`src/rtl/matc_unloader.sv`:
```
// Drains the result RAM in address order as a valid/ready word stream and accumulates an XOR checksum.
// Reads issue one per clock through a 2-entry skid buffer that covers the 1-cycle RAM latency.
module matc_unloader #(
  parameter int ADDR_W = 6,
  parameter int DATA_W = 19,
  parameter int DEPTH  = 64
) (
  input  logic              clk,
  input  logic              rst_n,
  input  logic              start,
  output logic [ADDR_W-1:0] ram_addr,
  output logic              ram_rd_en,
  input  logic [DATA_W-1:0] ram_data,
  output logic [DATA_W-1:0] out_data,
  output logic [ADDR_W-1:0] out_index,
  output logic              out_valid,
  input  logic              out_ready,
  output logic              out_last,
  output logic              busy,
  output logic              done,
  output logic [DATA_W-1:0] checksum
);

  localparam int PTR_W = ADDR_W + 1;

  typedef enum logic [1:0] {IDLE, RUN, DONE} state_t;

  typedef struct packed {
    logic [DATA_W-1:0] data;
    logic [ADDR_W-1:0] idx;
  } entry_t;

  state_t            state, state_nxt;
  logic [PTR_W-1:0]  rd_ptr;
  logic              inflight;
  logic [ADDR_W-1:0] inflight_idx;
  entry_t            ent0, ent1;
  logic [1:0]        occ;
  logic [1:0]        pending;
  logic              launch;
  logic              pop;
  logic              push;
  logic              tail_is_head;
  entry_t            incoming;

  assign launch       = start && ((state == IDLE) || (state == DONE));
  assign pop          = out_valid && out_ready;
  assign push         = inflight;
  assign incoming     = '{data: ram_data, idx: inflight_idx};
  assign tail_is_head = ((occ - {1'b0, pop}) == 2'd0);
  // Counting the same-cycle pop keeps one read per clock in steady state
  // (one word held, one in flight) without ever overfilling the buffer.
  assign pending      = occ + {1'b0, inflight} - {1'b0, pop};
  assign ram_addr     = rd_ptr[ADDR_W-1:0];

  always_ff @(posedge clk or negedge rst_n) begin
    if (!rst_n) begin
      state <= IDLE;
    end else begin
      state <= state_nxt;
    end
  end

  always_comb begin
    state_nxt = state;
    ram_rd_en = 1'b0;
    busy      = 1'b0;
    done      = 1'b0;
    case (state)
      IDLE: begin
        if (start) state_nxt = RUN;
      end
      RUN: begin
        busy      = 1'b1;
        ram_rd_en = (rd_ptr < PTR_W'(DEPTH)) && (pending < 2'd2);
        if (pop && out_last) state_nxt = DONE;
      end
      DONE: begin
        done = 1'b1;
        if (start) state_nxt = RUN;
      end
      default: state_nxt = IDLE;
    endcase
  end

  assign out_valid = (occ != 2'd0);
  assign out_data  = ent0.data;
  assign out_index = ent0.idx;
  assign out_last  = out_valid && (ent0.idx == ADDR_W'(DEPTH - 1));

  always_ff @(posedge clk or negedge rst_n) begin
    if (!rst_n) begin
      rd_ptr       <= '0;
      inflight     <= 1'b0;
      inflight_idx <= '0;
      occ          <= 2'd0;
      ent0         <= '0;
      ent1         <= '0;
      checksum     <= '0;
    end else if (launch) begin
      rd_ptr       <= '0;
      inflight     <= 1'b0;
      inflight_idx <= '0;
      occ          <= 2'd0;
      ent0         <= '0;
      ent1         <= '0;
      checksum     <= '0;
    end else begin
      inflight     <= ram_rd_en;
      inflight_idx <= ram_addr;
      if (ram_rd_en) rd_ptr <= rd_ptr + PTR_W'(1);
      if (pop) checksum <= checksum ^ ent0.data;
      occ <= occ + {1'b0, push} - {1'b0, pop};
      // Head is always ent0: a pop shifts ent1 forward, and the returning
      // word lands in whichever slot is the tail after that shift.
      if (pop) ent0 <= ent1;
      if (push) begin
        if (tail_is_head) ent0 <= incoming;
        else              ent1 <= incoming;
      end
    end
  end

endmodule

```
`config.mk`:
```
export PLATFORM = sky130hd
export DESIGN_NAME = matc_unloader
export DESIGN_NICKNAME = d
export VERILOG_FILES = /design/src/rtl/matc_unloader.sv
export SDC_FILE = /design/constraint.sdc
export NUM_CORES = 1
export LEC_CHECK = 0
export ABC_AREA = 1
export CAP_MARGIN = 5
export CORE_ASPECT_RATIO = 1.5
export CORE_UTILIZATION = 45
export DETAILED_ROUTE_END_ITERATION = 8
export GPL_ROUTABILITY_DRIVEN = 0
export PLACE_DENSITY = 0.7
export REMOVE_ABC_BUFFERS = 1
export SLEW_MARGIN = 20
export SYNTH_ARGS = -nofsm -noshare
export SYNTH_HDL_FRONTEND = slang
export SYNTH_SLANG_ARGS = --single-unit
```
`constraint.sdc`:
```
create_clock -name clk -period 1.7 [get_ports clk]
set_input_delay 0.255 -clock clk [delete_from_list [all_inputs] [get_ports clk]]
set_output_delay 0.255 -clock clk [all_outputs]
set_load 0.005 [all_outputs]
```
==> flow_summary_export.csv, run 1 <==
group,metric,value,unit
routing,antenna_left,0,
floorplanning,die_width,81.1,um
yosys,synth_top_area_share,51.6,%
floorplanning,boundaryPins,78,
floorplanning,die_y,121,um
sta,final-max-slew-violation-count,0,
pwr,leakagePower,2.75,nW
yosys,synthTopCellsByCount,"87 x dfrtp_1, 85 x inv_1, 78 x nand2_1",
grt,grt_usage,20.3,%
sta,fin_ws,0.0245,ns
sta,fmaxAchievable,0.597,GHz
yosys,synth_cell_types,22,
routing,wl_per_cell,12.7,um
floorplanning,start_util,47.0,%
place,dp.cells,691,
critical_path,reg2reg_slack,0.22,ns
critical_path,cp_data_required_time,1.44,ns
yosys,synth_edf_count,0,
clock_tree,clk_transition_reported_paths,0.06,ns
critical_path,crit_path_start_kind,"flop",
yosys,ys_seq_area_share,51.6,%
sta,hold_viol,0,
layout,area_growth,31.1,%
sta,rsz0062_at_grt,"true",
grt,grt_pass1_vias,3336,
yosys,ys_seq_elements,87,
critical_path,critPathArrivalTime,1.42,ns
floorplanning,core,8990,um^2
clock_tree,clock-sinks,87,
layout,antenna_cells,0,
sta,skew,0.00618,ns
run_status,status,"complete, no violations",
critical_path,r2r_cells,10,
yosys,syn_area,4220,um^2
yosys,syn_area_per_cell,8.18,um^2
critical_path,crit_type,"reg2out",
floorplanning,dieArea,9780,um^2
place,port_buffers,77,
routing,firstDrtPassIters,4,
yosys,synth.area.top_cells,"dfrtp_1 52%, o21ai_0 9.0%, inv_1 7.6%",
grt,grt_start_max_net_pins,79,
pwr,seqPwrFrac,33.1,%
critical_path,cp_max_fo,3,
pwr,peakVddDrop,0.000994,V
pwr,p_sw,0.00406,W
place,hpwl,5.90,mm
yosys,async_flop_share,100,%
clock_tree,cts_tree,"yes",
critical_path,timing.rr.start,"occ[0]",
grt,grt_pass1_wl,15.2,mm
grt,antenna_found_initial,0,
yosys,yosysTopAreaCell,"dfrtp_1",
clock_tree,root_buffer,"clkbuf_16",
yosys,ys_warn_count,0,
yosys,syn-instance-count,516,
routing,routed_via_density,4.98,
routing,totalWireLength,9.01,mm
pwr,p_int,0.00687,W
critical_path,r2r-end,"rd_ptr[3]",
layout,final_nets,620,
min_path,hold_class,"in2async",
clock_tree,cts_max_path_buffers,2,
sta,finalCritPeriodShare,98.6,%
pwr,power_frac_comb,48.4,%
layout,final_cell_count_no_fill,710,
yosys,yosys.cell_count.top_type,"dfrtp_1",
critical_path,crit_path_end_kind,"output pin",
floorplanning,num_rows,42,
sta,slew_headroom,72.5,%
sta,tns,0,ns
pwr,switching_share,37.2,%
yosys,dominantRegCellSynth,"dfrtp_1",
pwr,power_per_cell_area,1970,nW/um^2
layout,layout-drive-gt1-share,13.2,%
clock_tree,htree_num_levels,3,
pwr,p_clk_share,18.5,%
clock_tree,clk_latency,0.34,ns
sta,setup_viol,0,
job,drv_cap,0,
routing,via_count,3539,
sta,worst_pin_slew,0.413,ns
routing,drc,0,
sta,period_needed,1.68,ns
place,place_ws,-0.439,ns
routing,drt_iter0_drc,189,
clock_tree,cts_buffers,9,
grt,grt_overflow,0,
logic make-up after synthesis:
logic type               Yosys count  share of synthesized area (%)
AND/OR/NAND/NOR                  175                           19.8
AO/OA/AOI/OAI                    128                           15.4
buffers and inverters            124                           12.7
flip-flops                        87                           51.6
adder cells (fa/ha/maj)            2                          0.592
metrics by stage:
step | total power (W) | cell area (um^2) | util (%) | hold WS [ns]
2_1_floorplan | 0.00633 | 4030 | - | -0.0406
3_3_place_gp | 0.00872 | 5170 | 57.6 | 0.212
3_5_place_dp | 0.00892 | 5170 | 57.6 | 0.220
4_1_cts | 0.0110 | 5520 | 61.4 | 0.400
5_1_grt | 0.0119 | 5530 | 61.6 | 0.420
6_report | 0.0109 | 5530 | 61.6 | 0.394
cell usage in the layout, fill, tap and decap left out, drive strengths merged, types with 15 or more instances in the layout:
| cell type | count |
|---|---|
| o21ai | 96 |
| inv | 90 |
| dfrtp | 87 |
| nand2 | 81 |
| clkdlybuf4s50 | 70 |
| nand3 | 37 |
| nor2 | 32 |
| a21oi | 30 |
| buf | 26 |
| nor3 | 21 |
| clkbuf | 15 |
state kept, by name, summed over array words and instances (netlist names):
register      cells
ent1             25
checksum         19
out_data         19
rd_ptr            7
inflight_idx      6
out_index         6
occ               2
state             2
inflight          1
cell type report:
cell class              instances  area [um^2]
well taps                     110          138
multi-input cells             305         1540
repair buffers                102         1030
inverters                      90          338
clock inverters                 2         37.5
flip-flops and latches         87         2180
clock buffers                  14          274
fillers                       789         3450
worst max path at each step:
stage | cells after the start | end | slack (ns) | start
floorplan | 4 | ent1[0] | -0.46 | state[0]
global placement | 9 | ram_rd_en | -0.43 | out_ready
detailed placement | 9 | ram_rd_en | -0.44 | out_ready
CTS | 9 | ram_rd_en | -0.0009 | occ[0]
global route | 9 | ram_rd_en | -0.08 | occ[0]
finish | 9 | ram_rd_en | 0.02 | occ[0]
critical path: stages, from the launching register on:
cell	delay [ns]
dfrtp_1	0.40
inv_2	0.07
nand3_2	0.06
nand2_1	0.06
ha_2	0.18
inv_2	0.04
nand3_2	0.06
nand3_2	0.07
inv_1	0.05
buf_2	0.10
metal layers:
metal | GRT usage, % | part of all wire [%] | up-vias
li1 | - | - | 1802
met2 | 35.1 | 52 | 62
met4 | 11.0 | 3.0 | 0
met5 | 0 | 0 | -
met3 | 2.79 | 2.8 | 17
met1 | 23.8 | 42 | 1658
power by group through the flow:
stage | logic (W) | registers [W] | clock network, W
2_1_floorplan | 0.00269 | 0.00364 | 0
3_3_place_gp | 0.00511 | 0.00361 | 0
3_5_place_dp | 0.00528 | 0.00365 | 0
4_1_cts | 0.00533 | 0.00362 | 0.00207
5_1_grt | 0.00598 | 0.00372 | 0.00216
6_report | 0.00529 | 0.00362 | 0.00202
timing repair:
| item | in CTS | in global routing |
|---|---|---|
| resized for setup | 16 | 4 |
| setup endpoints to repair | 4 | 3 |
| hold endpoints to repair | 29 | 0 |
| hold buffers | 1 | 0 |
| pin swaps | 3 | 2 |
| setup buffers | 1 | 1 |
No activity file was read; power rests on OpenSTA's default activity.
==> run 2: changes to the inputs <==
--- a/config.mk
+++ b/config.mk
@@ -8,10 +8,9 @@
 export ABC_AREA = 1
 export CAP_MARGIN = 5
 export CORE_ASPECT_RATIO = 1.5
-export CORE_UTILIZATION = 45
+export CORE_UTILIZATION = 30
 export DETAILED_ROUTE_END_ITERATION = 8
 export GPL_ROUTABILITY_DRIVEN = 0
-export PLACE_DENSITY = 0.7
 export REMOVE_ABC_BUFFERS = 1
 export SLEW_MARGIN = 20
 export SYNTH_ARGS = -nofsm -noshare
==> flow_summary_export.csv, run 2 (same netlist as run 1, synthesis figures left out) <==
group,metric,value,unit
run_status,status,"complete, no violations",
critical_path,crit_chain,"inv_2, nand3_2, nand2_1, ha_2, inv_2, nand3_2, nand3_2, inv_2, buf_2",
sta,period_needed,1.70,ns
clock_tree,clk_latency,0.33,ns
critical_path,crit_type,"reg2out",
routing,firstDrtPassIters,4,
sta,setup_viol,0,
routing,totalWireLength,9.73,mm
place,dp.cells,746,
layout,antenna_cells,0,
critical_path,critPathArrivalTime,1.44,ns
critical_path,slowest_delay,0.40,ns
grt,grt_pass1_vias,3631,
clock_tree,cts_tree,"yes",
job,drv_cap,0,
grt,antenna_found_initial,0,
layout,largest_reg_flops,25,
routing,drt_iter0_drc,138,
grt,grt_pass1_wl,16.8,mm
clock_tree,clock-sinks,87,
floorplanning,dieArea,14600,um^2
sta,final-max-slew-violation-count,0,
place,port_buffers,77,
sta,finalCritPeriodShare,99.8,%
layout,largest_register,"ent1",
critical_path,cp_data_required_time,1.44,ns
grt,grt_overflow,0,
sta,slew_headroom,72.4,%
pwr,leakagePower,2.79,nW
min_path,hold_class,"in2async",
critical_path,slowest_stage,"dfrtp_1",
routing,antenna_left,0,
clock_tree,cts_max_path_buffers,2,
pwr,peakVddDrop,0.000848,V
routing,routed_via_density,4.58,
layout,final_nets,623,
routing,via_count,3507,
floorplanning,die_width,98.9,um
clock_tree,root_buffer,"clkbuf_16",
place,hpwl,6.64,mm
sta,fin_ws,0.00396,ns
floorplanning,num_rows,52,
clock_tree,cts_buffers,9,
sta,hold_viol,0,
floorplanning,boundaryPins,78,
critical_path,cp_max_fo,3,
critical_path,cp_num_buf_inv,4,
sta,fmaxAchievable,0.590,GHz
layout,layout-drive-gt1-share,13.6,%
critical_path,crit_path_start_kind,"flop",
layout,final_cell_mix,"87 x dfrtp_1, 82 x inv_1, 77 x nand2_1, 76 x o21ai_0, 69 x clkdlybuf4s50_1",
layout,final_common_cell,"dfrtp_1",
sta,rsz0062_at_grt,"true",
clock_tree,clk_transition_reported_paths,0.06,ns
sta,skew,0.00697,ns
pwr,power_per_cell_area,1980,nW/um^2
routing,wl_per_cell,12.7,um
layout,final_cell_count_no_fill,765,
grt,grt_start_max_net_pins,79,
critical_path,crit_path_end_kind,"output pin",
floorplanning,core,13600,um^2
floorplanning,die_y,147,um
sta,worst_pin_slew,0.415,ns
clock_tree,htree_num_levels,3,
routing,drc,0,
critical_path,cp_top_family,"flip-flops",
floorplanning,start_util,31.1,%
layout,area_growth,34.1,%
sta,tns,0,ns
grt,grt_usage,14.5,%
place,place_ws,-0.491,ns
[run 2: cell types whose count changed in the layout (fill, tap and decap cells not counted), sizes merged]
cell,change
buf,+4
bufinv,+1
clkbuf,-2
clkdlybuf4s15,+1
clkinv,+1
clkinvlp,-1
clkdlybuf4s50,-1
[run 2: timing repair]
item / 4_1_cts / 5_1_grt
endpoints found under the hold margin: 27 / 0
setup endpoints to repair: 4 / 5
pin swaps: 3 / 3
gates resized for setup: 15 / 9
setup buffers: 2 / 0
hold buffers: 1 / 0
[run 2: power by group]
part	switching (W)	internal, W	total (W)
registers	0.000569	0.00307	0.00364
clock network	0.000785	0.00137	0.00215
logic	0.00278	0.00264	0.00542
[run 2: area by class of cell]
| cell class | instances | area, um^2 |
|---|---|---|
| multi-input combinational | 305 | 1540 |
| timing repair buffer | 105 | 1080 |
| clock buffer | 13 | 260 |
| clock inverter | 3 | 65.1 |
| tap | 162 | 203 |
| sequential | 87 | 2180 |
| fill | 1333 | 7940 |
| inverter | 90 | 338 |
[run 2: per-layer routing]
| metal | vias up | global-route usage, % | wire, um |
|---|---|---|---|
| met3 | 7 | 2.62 | 257 |
| met5 | - | 0 | 0 |
| met1 | 1645 | 16.2 | 4130 |
| li1 | 1808 | - | - |
| met4 | 0 | 5.67 | 122 |
| met2 | 47 | 27.0 | 5220 |
[run 2: path summary, 6_finish.rpt]
kind | startpoint | cells past startpoint | slack (ns) | end
setup / recovery | occ[0] | 9 | 0.004 | ram_rd_en
hold / removal | rst_n | 2 | 0.39 | out_data[14]
setup reg to reg | occ[0] | 10 | 0.20 | rd_ptr[5]
hold reg to reg | ent1[19] | 2 | 0.50 | ent1[19]
max in group asynchronous | rst_n | 3 | 0.72 | rd_ptr[5]
min in group clk | ent1[19] | 2 | 0.50 | ent1[19]
[run 2: per-stage QoR]
step / hold slack [ns] / area (um^2) / utilization (%) / total power (W)
global placement: 0.216 / 5290 / 38.9 / 0.00892
CTS: 0.407 / 5650 / 41.6 / 0.0114
global route: 0.433 / 5660 / 41.6 / 0.0122
finish: 0.391 / 5660 / 41.6 / 0.0112
detailed placement: 0.225 / 5290 / 38.9 / 0.00914
floorplan: -0.0406 / 4030 / - / 0.00633
==> run 3: changes to the inputs <==
==> constraint.sdc (replaced) <==
create_clock -name clk -period 1.8 [get_ports clk]
set_input_delay 0.27 -clock clk [delete_from_list [all_inputs] [get_ports clk]]
set_output_delay 0.27 -clock clk [all_outputs]
set_load 0.005 [all_outputs]
==> flow_summary_export.csv, run 3 (same netlist as run 1, synthesis figures left out) <==
group,metric,value,unit
clock_tree,root_buffer,"clkbuf_16",
layout,final_common_cell,"dfrtp_1",
layout,largest_register,"ent1",
grt,grt_overflow,0,
critical_path,r2r_cells,7,
critical_path,endpoint,"ram_rd_en",
sta,skew,0.00542,ns
routing,via_count,3492,
critical_path,cp_data_required_time,1.53,ns
floorplanning,die_y,147,um
routing,antenna_left,0,
grt,grt_start_max_net_pins,70,
critical_path,critPathArrivalTime,1.45,ns
layout,n_fill_cell,1348,
pwr,total_power,0.0104,W
clock_tree,cts_tree,"yes",
grt,grt_pass1_vias,3605,
pwr,peakVddDrop,0.000879,V
sta,slew_headroom,77.8,%
layout,final_cell_mix,"87 x dfrtp_1, 83 x inv_1, 77 x nand2_1, 76 x o21ai_0, 71 x clkdlybuf4s50_1",
layout,final_cell_area,5600,um^2
sta,rsz0062_at_grt,"true",
routing,drt_iter0_drc,123,
clock_tree,clock-sinks,87,
sta,hold_viol,0,
floorplanning,core,13600,um^2
layout,area_growth,32.6,%
routing,firstDrtPassIters,4,
critical_path,reg2reg_slack,0.30,ns
sta,finalCritPeriodShare,95.7,%
sta,setup_viol,0,
floorplanning,die_width,98.9,um
run_status,status,"complete, no violations",
place,hpwl,6.62,mm
place,place_area,5230,um^2
sta,final-max-slew-violation-count,0,
critical_path,crit_path_start,"occ[0]",
routing,drc,0,
sta,fmaxAchievable,0.581,GHz
floorplanning,start_util,31.1,%
layout,largest_reg_flops,25,
sta,holdWs,0.291,ns
layout,layout-drive-gt1-share,12.7,%
clock_tree,clk_latency,0.33,ns
clock_tree,htree_num_levels,3,
critical_path,crit_path_start_kind,"flop",
sta,worst_pin_slew,0.333,ns
routing,routed_via_density,4.59,
clock_tree,cts_max_path_buffers,2,
place,port_buffers,77,
pwr,leakagePower,2.75,nW
critical_path,cp_max_fo,3,
job,drv_cap,0,
layout,final_util,41.2,%
layout,antenna_cells,0,
sta,fin_ws,0.0783,ns
grt,grt_pass1_wl,16.7,mm
critical_path,r2r-end,"out_data[15]",
grt,grt_usage,14.6,%
layout,seqCellArea,2180,um^2
critical_path,crit_type,"reg2out",
routing,wl_per_cell,13.0,um
floorplanning,num_rows,52,
pwr,power_per_cell_area,1860,nW/um^2
min_path,hold_class,"in2async",
critical_path,crit_path_end_kind,"output pin",
floorplanning,dieArea,14600,um^2
clock_tree,cts_buffers,9,
critical_path,timing.rr.start,"occ[0]",
sta,period_needed,1.72,ns
floorplanning,boundaryPins,78,
place,place_ws,-0.454,ns
layout,final_nets,619,
layout,multi_input_area,1540,um^2
clock_tree,clk_transition_reported_paths,0.06,ns
routing,totalWireLength,9.89,mm
grt,antenna_found_initial,0,
-- run 3: worst min path at each step --
| stage | startpoint | endpoint | slack, ns | cells after the start |
|---|---|---|---|---|
| after detailed placement | rst_n | checksum[14] | 0.1 | 1 |
| after global routing | rst_n | checksum[14] | 0.29 | 2 |
| after global placement | rst_n | checksum[14] | 0.1 | 1 |
| final | rst_n | checksum[14] | 0.29 | 2 |
| after floorplan | rst_n | checksum[0] | -0.03 | 0 |
| after CTS | rst_n | checksum[14] | 0.28 | 2 |
-- run 3: cell type report --
class                           instances  share of cell area, %
Clock buffer                           13                   4.83
Clock inverter                          3                  0.715
Inverter                               90                   6.03
Multi-Input combinational cell        305                   27.4
Sequential cell                        87                   38.9
Tap cell                              162                   3.62
Timing Repair Buffer                  101                   18.5
-- run 3: where the power goes --
part / switching (W) / internal (W) / total (W) / leakage, nW
Sequential: 0.000536 / 0.00290 / 0.00343 / 1.05
Clock: 0.000747 / 0.00119 / 0.00193 / 0.156
Combinational: 0.00264 / 0.00242 / 0.00506 / 1.55
-- run 3: routing by layer --
| metal | vias to the layer above | part of all wire, % | wire (um) | global-route usage [%] |
|---|---|---|---|---|
| li1 | 1784 | - | - | - |
| met1 | 1653 | 41 | 4100 | 16.1 |
| met2 | 46 | 54 | 5300 | 26.7 |
| met3 | 9 | 3.3 | 327 | 3.09 |
| met4 | 0 | 1.6 | 160 | 6.12 |
| met5 | - | 0 | 0 | 0 |
-- run 3: repair_timing --
action / CTS / global route
endpoints found under the setup margin: 2 / 4
resized for setup: 8 / 7
hold endpoints to repair: 5 / 0
hold buffers: 1 / 0
setup buffers: 4 / 0
pin swaps: 0 / 2
-- run 3: per-stage QoR --
stage | setup TNS, ns | instances
after floorplan | -9.62 | 482
after global placement | -1.44 | 740
after detailed placement | -2.01 | 740
after CTS | -0.0389 | 761
after global routing | -0.0379 | 761
final | 0 | 761
-- run 3: critical path: stages, from the launching register on --
cell and delay [ns]:
dfrtp_1 0.40, inv_2 0.08, nand3_2 0.05, nand2_1 0.07
ha_2 0.18, inv_2 0.04, nand3_2 0.07, nand3_2 0.08
inv_2 0.05, buf_2 0.09
==> RTL edit (settings of run 2) <==
`ADDR_W`: 6 -> 7.
--- a/src/rtl/matc_unloader.sv
+++ b/src/rtl/matc_unloader.sv
@@ -3,3 +3,3 @@
 module matc_unloader #(
-  parameter int ADDR_W = 6,
+  parameter int ADDR_W = 7,
   parameter int DATA_W = 19,
Ports: changed (resized out_index and ram_addr); port bits go from 78 to 80. The function was not compared with the original's and may differ.
==> RTL edit against run 2 <==
- the run now ends with setup timing left
- area after synthesis rose by 1.4%
- core utilization rose by 0.38 points
- register-to-register slack got worse by 0.07 ns
- total power rose by 3.9%
- sequential share of layout area rose by 0.28 points
- combinational power barely moved
- clock skew rose by 0.0019 ns
- wire length rose by 2.1%
- global-route usage fell by 0.23 points
- design area rose by 3.8%
- setup slack got worse by 0.10 ns
- sequential cell count rose by 4
- count of clock-buffer cells in the layout fell by 3
- critical endpoint unchanged
- largest cell class unchanged
- highest routed layer unchanged
==> RTL edit: results (changes against run 2) <==
Run status:
- The run finished, with violations left.
- The final reports fail on setup timing.

Placement:
- The pre-CTS worst setup slack came to -0.508 ns (-0.0171 ns).
- The number of buffer cells added on primary ports is 79 (+2.6%).

Routing:
- The detailed route wirelength on metal3 is 368 um (+43%).
- The violation count after the first detailed-routing iteration was 146 (+5.8%).
- The wire length on met2 is 5.13 mm (-1.9%).
- The total wirelength of the detailed-routed design is 9.93 mm (+2.1%).

Critical path:
- The endpoint arrival time on the critical path is 1.55 ns (+0.11 ns).
- The reg2reg setup slack is 0.13 ns (-0.07 ns).

GRT:
- The wire length of the first global-routing pass is 16.6 mm (-0.91%).
- The pin count of the biggest net entering global routing is 49 (-38%).
- The number of global-route vias before repair was 3,542 (-2.5%).
- The met1 track utilization from global routing is 16.5% (+0.33 points).
- The overall fraction of global-route tracks in use is 14.3% (-0.23 points).
- The met3 track demand over resource in global routing was 3.57% (+0.95 points).

Finish:
- The multi-input logic cell count is 312 (+2.3%).
- The number of flip-flops in the largest register was 26 (+4.0%).
- The relative area of clock buffers and inverters in the final design is 6.38% (+0.64 points).
- The flip-flop and latch area is 2280 um^2 (+4.6%).
- The share of the final layout cell area in multi-input gates came to 25.4% (-1.8 points).
- The number of logic inverters in the finished layout is 92 (+2.2%).
- The core utilization of the finished layout is 42.0% (+0.38 points).
- The number of sequential storage elements is 91 (+4.6%).

Logic synthesis:
- The sequential share of the synthesized area is 53.2% (+1.6 points).
- By area the synthesized netlist is led by dfrtp_1 (53%), o21ai_0 (11%), inv_1 (7.9%).
- The number of library cell types mapped by synthesis is 26 (+18%).
- Ranked by instance count, the synthesized netlist is headed by o21ai_0 (93), dfrtp_1 (91), inv_1 (90), nand2_1 (78), nand3_1 (36).

Power and ir drop:
- The clock network power share is 21.3% (+2.1 points).
- The switching power share of the total is 35.5% (-1.4 points).
- The part of the total power dissipated in sequential elements came to 32.1% (-0.3 points).
- The clock distribution power is 2480 uW (+15%).

Timing:
- The setup slack after layout is -0.101 ns (-0.105 ns).
- The relative slew slack came to 70.1% (-2.2 points).
- The clock skew after layout is 0.00883 ns (+0.00186 ns).
- The count of endpoints failing setup in the final report is 1 (+1).

Clock tree:
- The total of cells resized after clock tree synthesis is 16 (+1).
-- RTL edit: worst max path at each step --
| stage | to | slack (ns) |
|---|---|---|
| floorplan | rd_ptr[6] | -0.17 |
| global placement | ram_rd_en | -0.49 |
| detailed placement | ram_rd_en | -0.51 |
| CTS | ram_rd_en | -0.10 |
| global route | ram_rd_en | -0.18 |
| finish | ram_rd_en | -0.10 |
-- RTL edit: kinds of logic (layout without fill, tap and decap cells) --
logic type	count (synthesis)	after routing	synth area share [%]
adder cells (fa/ha/maj)	2	2	0.585
buffers and inverters	127	219	12.6
AO/OA/AOI/OAI	133	133	15.7
flip-flops	91	91	53.2
AND/OR/NAND/NOR	177	177	17.9
-- RTL edit: worst max-delay path, stage by stage, from the launching register on --
cell,delay (ns)
dfrtp_1,0.41
inv_2,0.06
nand3_2,0.05
nand2_1,0.06
ha_2,0.17
nand3b_1,0.19
nand3_2,0.11
inv_1,0.04
buf_2,0.11
